`config.mk`:
```
export PLATFORM = sky130hd
export DESIGN_NAME = uart_time_rx
export DESIGN_NICKNAME = d
export VERILOG_FILES = /design/src/rtl/uart_time_rx.sv
export SDC_FILE = /design/constraint.sdc
export NUM_CORES = 1
export LEC_CHECK = 0
export CAP_MARGIN = 40
export CORE_MARGIN = 2
export CORE_UTILIZATION = 35
export CTS_CLUSTER_SIZE = 16
export DETAILED_ROUTE_END_ITERATION = 16
export PLACE_DENSITY = 0.52
export SETUP_SLACK_MARGIN = 0.15
export SYNTH_ARGS = -nofsm -noshare
export SYNTH_HDL_FRONTEND = slang
export SYNTH_SLANG_ARGS = --single-unit
export TNS_END_PERCENT = 30
```
`constraint.sdc`:
```
create_clock -name clk -period 3.4 [get_ports clk]
set_input_delay 0.51 -clock clk [delete_from_list [all_inputs] [get_ports clk]]
set_output_delay 0.51 -clock clk [all_outputs]
set_load 0.005 [all_outputs]
```
`src/rtl/uart_time_rx.sv`:
```
`default_nettype none
// ============================================================================
//  Module   : uart_time_rx
//  Purpose  : 8N1 UART receiver that decodes "Thhmmss\r" / "Ahhmm\r" commands
//             into BCD time/alarm digits with a one-cycle load strobe.
//  Revision : 1.0  initial release
// ============================================================================
module uart_time_rx #(
  parameter int CLK_FREQ = 50_000_000,
  parameter int BAUD     = 115200
) (
  input  logic       clk,
  input  logic       rst_n,
  input  logic       uart_rxd,
  output logic       set_vld,
  output logic       set_alarm,
  output logic [3:0] hour_h,
  output logic [3:0] hour_l,
  output logic [3:0] min_h,
  output logic [3:0] min_l,
  output logic [3:0] sec_h,
  output logic [3:0] sec_l,
  output logic       cmd_err
);

  localparam int c_bit_cnt = CLK_FREQ / BAUD;
  localparam int c_cnt_w   = $clog2(c_bit_cnt + 1);
  localparam logic [c_cnt_w-1:0] c_full_last = c_cnt_w'(c_bit_cnt - 1);
  localparam logic [c_cnt_w-1:0] c_half_last = c_cnt_w'(c_bit_cnt / 2 - 1);
  localparam logic [c_cnt_w-1:0] c_cnt_one   = c_cnt_w'(1);

  typedef enum logic [1:0] {R_IDLE, R_START, R_DATA, R_STOP} rx_state_t;
  typedef enum logic [1:0] {P_IDLE, P_DIGIT, P_END} p_state_t;

  rx_state_t          r_rx_state, w_rx_next;
  p_state_t           r_p_state, w_p_next;
  logic               r_rxd_m, r_rxd_s, r_rxd_d;
  logic [c_cnt_w-1:0] r_bit_cnt;
  logic [2:0]         r_bit_idx;
  logic [7:0]         r_shift;
  logic               w_fall, w_half_hit, w_full_hit;
  logic               w_byte_vld, w_frame_err;

  // index 0 = hour_h ... index 5 = sec_l
  logic [5:0][3:0]    r_shadow, r_digits;
  logic [2:0]         r_dig_idx, r_n_digits;
  logic               r_is_alarm, r_set_vld, r_set_alarm, r_cmd_err;
  logic               w_is_t, w_is_a, w_is_cr, w_is_digit, w_range_ok;
  logic               w_load, w_cmd_err;

  // ---------------- synchroniser, reset to idle-high to avoid a false edge
  always_ff @(posedge clk or negedge rst_n) begin
    if (!rst_n) begin
      r_rxd_m <= 1'b1;
      r_rxd_s <= 1'b1;
      r_rxd_d <= 1'b1;
    end else begin
      r_rxd_m <= uart_rxd;
      r_rxd_s <= r_rxd_m;
      r_rxd_d <= r_rxd_s;
    end
  end

  assign w_fall     = r_rxd_d & ~r_rxd_s;
  assign w_half_hit = (r_bit_cnt == c_half_last);
  assign w_full_hit = (r_bit_cnt == c_full_last);

  // ---------------- bit-level FSM
  always_ff @(posedge clk or negedge rst_n) begin
    if (!rst_n) r_rx_state <= R_IDLE;
    else        r_rx_state <= w_rx_next;
  end

  always_comb begin
    w_rx_next   = r_rx_state;
    w_byte_vld  = 1'b0;
    w_frame_err = 1'b0;
    case (r_rx_state)
      R_IDLE:  if (w_fall) w_rx_next = R_START;
      R_START: if (w_half_hit) w_rx_next = r_rxd_s ? R_IDLE : R_DATA;
      R_DATA:  if (w_full_hit && (r_bit_idx == 3'd7)) w_rx_next = R_STOP;
      R_STOP: begin
        if (w_full_hit) begin
          w_rx_next   = R_IDLE;
          w_byte_vld  = r_rxd_s;
          w_frame_err = ~r_rxd_s;
        end
      end
      default: w_rx_next = R_IDLE;
    endcase
  end

  always_ff @(posedge clk or negedge rst_n) begin
    if (!rst_n) begin
      r_bit_cnt <= '0;
      r_bit_idx <= '0;
      r_shift   <= '0;
    end else begin
      case (r_rx_state)
        R_START: r_bit_cnt <= w_half_hit ? '0 : r_bit_cnt + c_cnt_one;
        R_DATA: begin
          if (w_full_hit) begin
            r_bit_cnt <= '0;
            r_bit_idx <= r_bit_idx + 3'd1;
            r_shift   <= {r_rxd_s, r_shift[7:1]};
          end else begin
            r_bit_cnt <= r_bit_cnt + c_cnt_one;
          end
        end
        R_STOP:  r_bit_cnt <= w_full_hit ? '0 : r_bit_cnt + c_cnt_one;
        default: begin
          r_bit_cnt <= '0;
          r_bit_idx <= '0;
        end
      endcase
    end
  end

  // ---------------- command parser
  assign w_is_t     = (r_shift == 8'h54);
  assign w_is_a     = (r_shift == 8'h41);
  assign w_is_cr    = (r_shift == 8'h0D);
  assign w_is_digit = (r_shift >= 8'h30) && (r_shift <= 8'h39);

  assign w_range_ok = (r_shadow[0] <= 4'd2)
                   && !((r_shadow[0] == 4'd2) && (r_shadow[1] > 4'd3))
                   && (r_shadow[2] <= 4'd5)
                   && (r_is_alarm || (r_shadow[4] <= 4'd5));

  always_ff @(posedge clk or negedge rst_n) begin
    if (!rst_n) r_p_state <= P_IDLE;
    else        r_p_state <= w_p_next;
  end

  always_comb begin
    w_p_next  = r_p_state;
    w_load    = 1'b0;
    w_cmd_err = 1'b0;
    if (w_frame_err) begin
      w_p_next  = P_IDLE;
      w_cmd_err = 1'b1;
    end else if (w_byte_vld) begin
      case (r_p_state)
        P_IDLE: if (w_is_t || w_is_a) w_p_next = P_DIGIT;
        P_DIGIT: begin
          if (w_is_t || w_is_a) begin
            w_p_next = P_DIGIT;
          end else if (w_is_digit) begin
            if (r_dig_idx == r_n_digits - 3'd1) w_p_next = P_END;
          end else begin
            w_p_next  = P_IDLE;
            w_cmd_err = 1'b1;
          end
        end
        P_END: begin
          w_p_next  = P_IDLE;
          w_load    = w_is_cr & w_range_ok;
          w_cmd_err = ~(w_is_cr & w_range_ok);
        end
        default: w_p_next = P_IDLE;
      endcase
    end
  end

  always_ff @(posedge clk or negedge rst_n) begin
    if (!rst_n) begin
      r_shadow    <= '0;
      r_dig_idx   <= '0;
      r_n_digits  <= '0;
      r_is_alarm  <= 1'b0;
      r_digits    <= '0;
      r_set_alarm <= 1'b0;
      r_set_vld   <= 1'b0;
      r_cmd_err   <= 1'b0;
    end else begin
      r_set_vld <= w_load;
      r_cmd_err <= w_cmd_err;
      if (w_byte_vld && (w_is_t || w_is_a) && (r_p_state != P_END)) begin
        r_shadow   <= '0;
        r_dig_idx  <= '0;
        r_n_digits <= w_is_a ? 3'd4 : 3'd6;
        r_is_alarm <= w_is_a;
      end else if (w_byte_vld && (r_p_state == P_DIGIT) && w_is_digit) begin
        r_shadow[r_dig_idx] <= r_shift[3:0];
        r_dig_idx           <= r_dig_idx + 3'd1;
      end
      if (w_load) begin
        r_digits    <= r_shadow;
        r_set_alarm <= r_is_alarm;
        if (r_is_alarm) begin
          r_digits[4] <= 4'd0;
          r_digits[5] <= 4'd0;
        end
      end
    end
  end

  assign set_vld   = r_set_vld;
  assign set_alarm = r_set_alarm;
  assign cmd_err   = r_cmd_err;
  assign hour_h    = r_digits[0];
  assign hour_l    = r_digits[1];
  assign min_h     = r_digits[2];
  assign min_l     = r_digits[3];
  assign sec_h     = r_digits[4];
  assign sec_l     = r_digits[5];

endmodule
`default_nettype wire

```
==> results of run 1 <==
[final cells by class]
cell class	instances	share of cell area, %
sequential	84	47.5
multi-input combinational	221	35.6
timing repair buffer	39	8.18
tap	140	3.95
clock buffer	10	2.88
clock inverter	6	1.10
inverter	10	0.846
[worst max-delay path, cell delays in order (launching register included)]
cell,delay (ps)
dfrtp_1,410
inv_1,90
ha_1,150
and4b_1,340
nand4_4,190
or4_1,700
buf_4,320
mux2_2,290
[sequential cells by signal (all words and copies together), names as in the netlist, 2 cells and up, named ones only]
signal      cells
sec_h           4
hour_h          4
min_h           4
r_bit_idx       3
hour_l          4
sec_l           4
r_shift         8
r_shadow       24
min_l           4
r_p_state       2
r_n_digits      2
r_bit_cnt       9
r_dig_idx       3
[metrics by stage]
step | area [um^2] | utilization [%] | total power [mW]
after floorplan | 3790 | - | 1.17
after global placement | 4260 | 39.8 | 1.23
after detailed placement | 4260 | 39.8 | 1.24
after CTS | 4440 | 41.5 | 1.90
after global routing | 4440 | 41.5 | 1.97
final | 4440 | 41.5 | 1.86
[where the power goes]
| part | switching, mW | total (mW) | internal [mW] |
|---|---|---|---|
| Sequential | 0.0450 | 1.07 | 1.02 |
| Combinational | 0.0858 | 0.146 | 0.0605 |
| Clock | 0.374 | 0.644 | 0.271 |
[cells by family after synthesis]
logic type | share of synthesized area [%]
compound gates | 8.11
xor+xnor | 2.31
fa+ha+maj | 2.97
buf+inv | 2.93
flops | 55.5
mux | 10.8
simple gates | 17.4
[cell usage in the layout, fill, tap and decap left out, types with 6 or more instances in the layout]
master           Yosys  final
a22o_1               9      9
ha_1                 9      9
inv_1                9      9
and3_1               6      6
clkdlybuf4s50_1      0     28
mux2_2              23     23
nor4b_1              7      7
a21oi_1              7      7
mux2i_1             15     15
dfrtp_1             81     81
clkbuf_8             0      9
buf_4                0     11
o21ai_0             12     12
nor2_1              35     35
xnor2_1              7      7
nand3_1              8      8
nand2_1             25     25
[worst paths after layout]
check                      cells past startpoint                   start                     to  slack (ps)
setup / recovery                               7  r_bit_cnt[1]$_DFF_PN0_   min_l[0]$_DFFE_PN0P_         800
hold / removal                                 1                   rst_n  hour_h[0]$_DFFE_PN0P_         100
setup reg to reg                               7  r_bit_cnt[1]$_DFF_PN0_   min_l[0]$_DFFE_PN0P_         800
hold reg to reg                                0       r_rxd_m$_DFF_PN1_      r_rxd_s$_DFF_PN1_         360
max in group asynchronous                      2                   rst_n      r_rxd_d$_DFF_PN1_        2500
min in group clk                               0       r_rxd_m$_DFF_PN1_      r_rxd_s$_DFF_PN1_         360
[layer usage]
metal,routed length [um],vias up,track usage (%)
li1,-,1237,-
met1,3650,1251,20.6
met2,3280,53,20.8
met3,348,4,3.19
met4,76,0,5.59
met5,0,-,0
==> impl_metrics.py, run 1 <==
metrics = {
    "outcome": {
        "status": "finished clean",
    },
    "synthesis": {
        "netlist.area_leader.share_pct": 53.4,
        "synth.area.top_cells": "dfrtp_1, mux2_2, mux2i_1",
        "synthesis.area_um2": 3790,
        "synth_edf_count": 0,
        "synth_top_area_cell": "dfrtp_1",
        "postSynthCellCount": 330,
        "ys_warn_count": 0,
        "ys_types": 49,
        "synth-seq-cells": 84,
        "syn_area_per_cell_um2": 11.5,
        "synth_fp_nets": 342,
        "ys_seq_area_share_pct": 55.5,
        "yosysMostFrequentCell": "dfrtp_1",
        "async_flop_share_pct": 100,
        "synth_common_cells": "dfrtp_1, nor2_1, nand2_1",
        "synthFlopType": "dfrtp_1",
    },
    "clock_network": {
        "h-tree-depth": 3,
        "cts_root_buffer": "clkbuf_8",
        "clock_path_buffers": 2,
        "cts_resized": 0,
        "cts_sinks": 84,
        "postCtsSetupBuffers": 0,
        "clock_latency_ps": 350,
        "clkTransAtPathRegs_ps": 100,
        "numCtsBuffers": 9,
        "cts_tree": "yes",
        "hold_buffers": 0,
    },
    "routing": {
        "ant_nets": 0,
        "route.detailed.drc": 0,
        "num_vias": 2545,
        "vias_per_cell": 4.99,
        "wl_um": 7360,
        "wl_per_cell_um": 14.4,
        "dr.pass1.iters": 4,
        "initialDrtViolationCount": 107,
    },
    "placement": {
        "dp_hpwl_um": 5140,
        "post-place-ws_ps": 785,
        "gp_congestion": 0.803,
        "dpl.cell_count": 494,
        "port-buffer-count": 29,
    },
    "hold_path": {
        "hold_path_class": "input port to async pin",
    },
    "global_route": {
        "grt_pass1_wl_um": 12900,
        "antenna_found_initial": 0,
        "grt_pass1_vias": 2521,
        "grt_overflow_total": 0,
        "grt_max_degree": 38,
        "grtUsageTotal_pct": 14.3,
    },
    "floorplanning": {
        "rows": 38,
        "initial_utilization_pct": 35.5,
        "die_area_um2": 11700,
        "coreArea_um2": 10700,
        "die_x_um": 108,
        "die_y_um": 108,
        "ios": 30,
    },
    "timing": {
        "tightest_slew_ps": 561,
        "slew_headroom_pct": 62.1,
        "hold_viol_final": 0,
        "rsz0062_at_grt": "false",
        "finalMaxSlewViolations": 0,
        "clock_skew_ps": 17.3,
        "period_share_pct": 76.4,
        "whs_ps": 96.3,
        "setup_tns_ps": 0,
        "fmax_ghz": 0.385,
        "finalSetupViolations": 0,
        "fin_crit_ps": 2600,
        "final.setup.worst_slack_ps": 802,
    },
    "flow_run": {
        "cap_violations": 0,
    },
    "critical_path": {
        "crit_fanout": 24,
        "cp_data_required_time_ps": 3650,
        "startpoint_type": "register",
        "crit_arrival_ps": 2840,
        "worstSetupPathType": "register to register",
        "setup.worst_path.end_class": "register",
    },
    "finish": {
        "nFillCells": 1069,
        "nets": 377,
        "area_growth_pct": 16.9,
        "layout-drive-gt1-share_pct": 16.5,
        "multi_input_area_um2": 1580,
        "antenna_cells": 0,
        "register_area_um2": 2110,
        "layout.cells.non_filler": 510,
    },
    "power": {
        "p_leak_nw": 2.01,
        "ir_worst_vdd_v": 0.000220,
        "powerDensity_nw_per_um2": 419,
    },
}
(Power assumes the default switching activity.)
==> inputs of run 2 (changes only) <==
- PLACE_DENSITY: 0.52 -> 0.53
- clock period: 3.4 -> 2.09 ns (I/O delays scaled with it)
==> run 2 against run 1 <==
Net effect: power increased by 80%; via count grew 4.9%; combinational power is 120% higher; worst hold slack improved by 260 ps; largest cell class unchanged.
==> impl_metrics.py, run 2 (synthesized netlist as in run 1, its figures left out) <==
metrics = {
    "outcome": {
        "status": "finished clean",
    },
    "power": {
        "clkPwrFrac_pct": 39.3,
        "p_sw_share_pct": 23.9,
        "p_comb_share_pct": 9.5,
        "powerDensity_nw_per_um2": 681,
        "internal_power_mw": 2.55,
        "power.switching_uw": 798,
        "p_leak_nw": 2.26,
        "seqPwrFrac_pct": 51.2,
        "ir_worst_vdd_v": 0.000390,
    },
    "timing": {
        "fin_crit_ps": 1980,
        "setup_tns_ps": 0,
        "hold_viol_final": 0,
        "tightest_slew_ps": 466,
        "period_share_pct": 95.0,
        "clock_skew_ps": 10.0,
        "final.setup.worst_slack_ps": 105,
        "slew_headroom_pct": 69.0,
        "finalSetupViolations": 0,
        "finalMaxSlewViolations": 0,
        "rsz0062_at_grt": "true",
        "whs_ps": 359,
        "fmax_ghz": 0.504,
    },
    "placement": {
        "gp_congestion": 0.765,
        "dp_hpwl_um": 5540,
        "post-place-ws_ps": 13.8,
        "port-buffer-count": 29,
        "place_area_um2": 4490,
    },
    "routing": {
        "initialDrtViolationCount": 120,
        "wl_um": 7990,
        "wl_per_cell_um": 14.6,
        "route.detailed.drc": 0,
        "num_vias": 2669,
        "dr.pass1.iters": 4,
        "vias_per_cell": 4.89,
        "ant_nets": 0,
    },
    "clock_network": {
        "clock_path_buffers": 2,
        "numCtsBuffers": 9,
        "clkTransAtPathRegs_ps": 80,
        "cts_sinks": 84,
        "clock_latency_ps": 360,
        "cts_root_buffer": "clkbuf_8",
        "cts_tree": "yes",
        "h-tree-depth": 3,
    },
    "floorplanning": {
        "die_area_um2": 11700,
        "ios": 30,
        "die_x_um": 108,
        "initial_utilization_pct": 35.5,
        "coreArea_um2": 10700,
        "rows": 38,
        "die_y_um": 108,
    },
    "hold_path": {
        "hold_path_class": "register to register",
    },
    "critical_path": {
        "crit_fanout": 12,
        "startpoint_type": "register",
        "crit_slowest_cell": "or4_4",
        "cp_num_buf_inv": 1,
        "crit_chain": "o31ai_2, nand4b_1, or4_4, buf_12, mux2_2",
        "cp_data_required_time_ps": 2340,
        "crit_arrival_ps": 2230,
        "worst_path_largest_cell_delay_ps": 600,
        "critical_path.top_delay_family": "simple AND/OR/NAND/NOR gates",
        "worstSetupPathType": "register to register",
        "setup.worst_path.end_class": "register",
    },
    "finish": {
        "largest_register": "r_shadow",
        "final_cell_mix": "dfrtp_1, buf_4, nor2_1",
        "layout-drive-gt1-share_pct": 26.6,
        "register_area_um2": 2110,
        "area_growth_pct": 29.4,
        "multi_input_area_um2": 1670,
        "reg_top3": "r_shadow x24, r_bit_cnt x9, r_shift x8",
        "nFillCells": 1006,
        "design_area_um2": 4910,
        "finish.utilization_pct": 45.9,
        "antenna_cells": 0,
        "nets": 413,
        "layout.cells.most_common": "dfrtp_1",
        "largest_reg_flops": 24,
    },
    "flow_run": {
        "cap_violations": 0,
    },
    "global_route": {
        "grt_overflow_total": 0,
        "grtUsageTotal_pct": 15.1,
        "grt_max_degree": 51,
        "antenna_found_initial": 0,
        "grt_pass1_wl_um": 13500,
        "grt_pass1_vias": 2693,
    },
}
-- run 2: per-layer routing --
metal | wire length [um] | global-route usage [%] | part of all wire [%] | vias up
li1 | - | - | - | 1305
met1 | 4000 | 21.1 | 50 | 1319
met2 | 3610 | 22.4 | 45 | 33
met3 | 211 | 2.77 | 2.6 | 12
met4 | 170 | 7.42 | 2.1 | 0
met5 | 0 | 0 | 0 | -
-- run 2: timing repair --
action,in CTS,in global routing
hold buffers,1,0
gates cloned,0,0
buffers inserted,3,5
gates resized for setup,7,19
pin swaps,2,2
hold endpoints to repair,34,0
setup endpoints to repair,38,60
-- run 2: area by class of cell --
type	count	share of cell area, %
Sequential cell	84	42.9
Multi-Input combinational cell	221	34.0
Timing Repair Buffer	75	14.1
Tap cell	140	3.57
Clock buffer	13	3.24
Clock inverter	3	1.40
Inverter	10	0.764
-- run 2: path summary, 6_finish.rpt --
kind / start / to / slack, ps / cells after the start
worst max register to register: r_shadow[0]$_DFFE_PN0P_ / hour_h[0]$_DFFE_PN0P_ / 110 / 5
worst max-delay path: r_shadow[0]$_DFFE_PN0P_ / hour_h[0]$_DFFE_PN0P_ / 110 / 5
max in group asynchronous: rst_n / r_rxd_s$_DFF_PN1_ / 960 / 3
worst min-delay path: r_rxd_m$_DFF_PN1_ / r_rxd_s$_DFF_PN1_ / 360 / 0
worst min register to register: r_rxd_m$_DFF_PN1_ / r_rxd_s$_DFF_PN1_ / 360 / 0
min in group asynchronous: rst_n / sec_l[1]$_DFFE_PN0P_ / 440 / 2
-- run 2: power by group through the flow --
stage | combinational, mW | sequential (mW) | clock [mW]
after global routing | 0.367 | 1.72 | 1.43
after CTS | 0.317 | 1.71 | 1.36
after global placement | 0.310 | 1.74 | 0
after floorplan | 0.168 | 1.74 | 0
final | 0.317 | 1.71 | 1.31
after detailed placement | 0.314 | 1.74 | 0
-- run 2: stage by stage --
stage / std cells / total power [mW]
2_1_floorplan: 330 / 1.91
3_3_place_gp: 521 / 2.05
3_5_place_dp: 521 / 2.05
4_1_cts: 541 / 3.38
5_1_grt: 546 / 3.52
6_report: 546 / 3.34
-- run 2: worst reg2reg max path, stage by stage (launching register included) --
cell and delay (ps):
dfrtp_1 390, o31ai_2 260, nand4b_1 180, or4_4 600, buf_12 180, mux2_2 270
==> inputs of run 3 (changes only) <==
- CAP_MARGIN: 40 -> default
- PLACE_DENSITY: 0.53 -> 0.52
- clock period: 2.09 -> 2.08 ns (I/O delays scaled with it)
==> run 3 against run 2 <==
Net effect: worst hold slack better by 0.55 ps; routed wire length up 4.3%; critical path depth up 2; register-to-register slack worse by 80 ps; combinational power up 4%; power up 2.3%; clock power up 5%; sequential cell count unchanged; clock skew up 7.7 ps; largest power group unchanged; highest routed layer unchanged.
==> impl_metrics.py, run 3 (synthesized netlist as in run 1, its figures left out) <==
metrics = {
    "outcome": {
        "status": "finished clean",
    },
    "floorplanning": {
        "die_y_um": 108,
        "rows": 38,
        "coreArea_um2": 10700,
        "die_area_um2": 11700,
        "die_x_um": 108,
        "initial_utilization_pct": 35.5,
        "ios": 30,
    },
    "critical_path": {
        "startpoint_type": "register",
        "crit_fanout": 12,
        "crit_arrival_ps": 2300,
        "cp_data_required_time_ps": 2330,
        "crit_chain": "inv_2, ha_4, and4b_2, nand4_4, or4_4, buf_12, mux2_2",
        "ff2ff_setup_slack_ps": 30,
        "crit_slowest_cell": "or4_4",
        "setup.worst_path.end_class": "register",
        "worstSetupPathType": "register to register",
        "worst_path_largest_cell_delay_ps": 570,
    },
    "timing": {
        "final.setup.worst_slack_ps": 29.7,
        "slew_headroom_pct": 69.2,
        "hold_viol_final": 0,
        "finalMaxSlewViolations": 0,
        "rsz0062_at_grt": "true",
        "period_share_pct": 98.6,
        "finalSetupViolations": 0,
        "fin_crit_ps": 2050,
        "tightest_slew_ps": 456,
        "fmax_ghz": 0.488,
        "clock_skew_ps": 17.8,
    },
    "routing": {
        "ant_nets": 0,
        "route.detailed.drc": 0,
        "wl_um": 8330,
        "num_vias": 2689,
        "dr.pass1.iters": 4,
        "initialDrtViolationCount": 99,
        "vias_per_cell": 4.91,
        "wl_per_cell_um": 15.2,
    },
    "power": {
        "ir_worst_vdd_v": 0.000365,
        "powerDensity_nw_per_um2": 681,
        "p_leak_nw": 2.31,
    },
    "finish": {
        "layout-drive-gt1-share_pct": 29.2,
        "final_cell_mix": "dfrtp_1, buf_4, nor2_1",
        "layout.cells.most_common": "dfrtp_1",
        "register_area_um2": 2110,
        "reg_top3": "r_shadow x24, r_bit_cnt x9, r_shift x8",
        "multi_input_area_um2": 1720,
        "nets": 415,
        "layout.cells.non_filler": 548,
        "largest_register": "r_shadow",
        "antenna_cells": 0,
        "largest_reg_flops": 24,
        "nFillCells": 1004,
        "area_growth_pct": 32.4,
        "finish.utilization_pct": 47.0,
    },
    "global_route": {
        "grt_overflow_total": 0,
        "grt_pass1_vias": 2788,
        "antenna_found_initial": 0,
        "grt_max_degree": 51,
        "grtUsageTotal_pct": 15.4,
        "grt_pass1_wl_um": 13900,
    },
    "clock_network": {
        "cts_sinks": 84,
        "numCtsBuffers": 9,
        "cts_tree": "yes",
        "h-tree-depth": 3,
        "cts_root_buffer": "clkbuf_8",
        "clock_latency_ps": 370,
        "clkTransAtPathRegs_ps": 80,
        "clock_path_buffers": 2,
    },
    "placement": {
        "dpl.cell_count": 521,
        "post-place-ws_ps": -9.35,
        "dp_hpwl_um": 5540,
        "port-buffer-count": 29,
        "gp_congestion": 0.746,
    },
    "flow_run": {
        "cap_violations": 0,
    },
    "hold_path": {
        "hold_path_class": "register to register",
    },
}
run 3: cell count changes in the layout (fill, tap and decap cells not counted), moves of 2 or more:
cell and delta:
and2_4 +3, mux2_2 -3, clkbuf_1 -2, inv_6 +2
mux2_4 +3, o21ai_1 +5, buf_6 +2, o21ai_0 -4
and2_1 -3
run 3: final timing paths:
check                                        from                    end  cells past startpoint
hold / removal                  r_rxd_m$_DFF_PN1_      r_rxd_s$_DFF_PN1_                      0
max in group asynchronous                   rst_n  hour_h[2]$_DFFE_PN0P_                      3
setup / recovery           r_bit_cnt[1]$_DFF_PN0_   min_l[2]$_DFFE_PN0P_                      7
setup reg to reg           r_bit_cnt[1]$_DFF_PN0_   min_l[2]$_DFFE_PN0P_                      7
hold reg to reg                 r_rxd_m$_DFF_PN1_      r_rxd_s$_DFF_PN1_                      0
min in group asynchronous                   rst_n  hour_h[0]$_DFFE_PN0P_                      2
run 3: per-layer routing:
metal | vias up | wire length, um | global-route usage [%]
met2 | 32 | 3750 | 23.6
met4 | 0 | 147 | 6.87
met5 | - | 0 | 0
li1 | 1305 | - | -
met3 | 11 | 211 | 2.35
met1 | 1341 | 4230 | 21.7
run 3: per-stage QoR:
step	cell area, um^2	setup TNS (ps)	hold slack (ps)	total power, mW
after floorplan	3800	-54.1	16.4	1.92
after global placement	4490	0	310	2.06
after detailed placement	4490	-9.35	310	2.07
after CTS	4860	0	352	3.45
final	5030	0	359	3.42
after global routing	5030	-256	362	3.55
run 3: layout make-up:
class / instances / share of cell area, %
Clock inverter: 6 / 1.87
Tap cell: 140 / 3.49
Timing Repair Buffer: 77 / 15.0
Clock buffer: 10 / 2.74
Inverter: 10 / 0.747
Sequential cell: 84 / 41.9
Multi-Input combinational cell: 221 / 34.3
run 3: repair_timing:
| action | in CTS | in global routing |
|---|---|---|
| cloned | 2 | 0 |
| pin swaps | 0 | 18 |
| hold buffers | 1 | 0 |
| endpoints found under the hold margin | 31 | 0 |
| gates resized for setup | 12 | 31 |
| buffers inserted | 3 | 5 |
| endpoints found under the setup margin | 27 | 51 |
run 3: power breakdown:
group	total, mW	switching [mW]	internal (mW)
clock	1.37	0.647	0.720
combinational	0.331	0.183	0.148
sequential	1.72	0.0493	1.67
run 3: critical path, delay by kind of cell, from the launching register on:
kind | cells | cell delay (ps)
and+or+nand+nor | 3 | 920
DFF | 1 | 390
muxes | 1 | 270
buffers and inverters | 2 | 260
adders and majority gates | 1 | 120
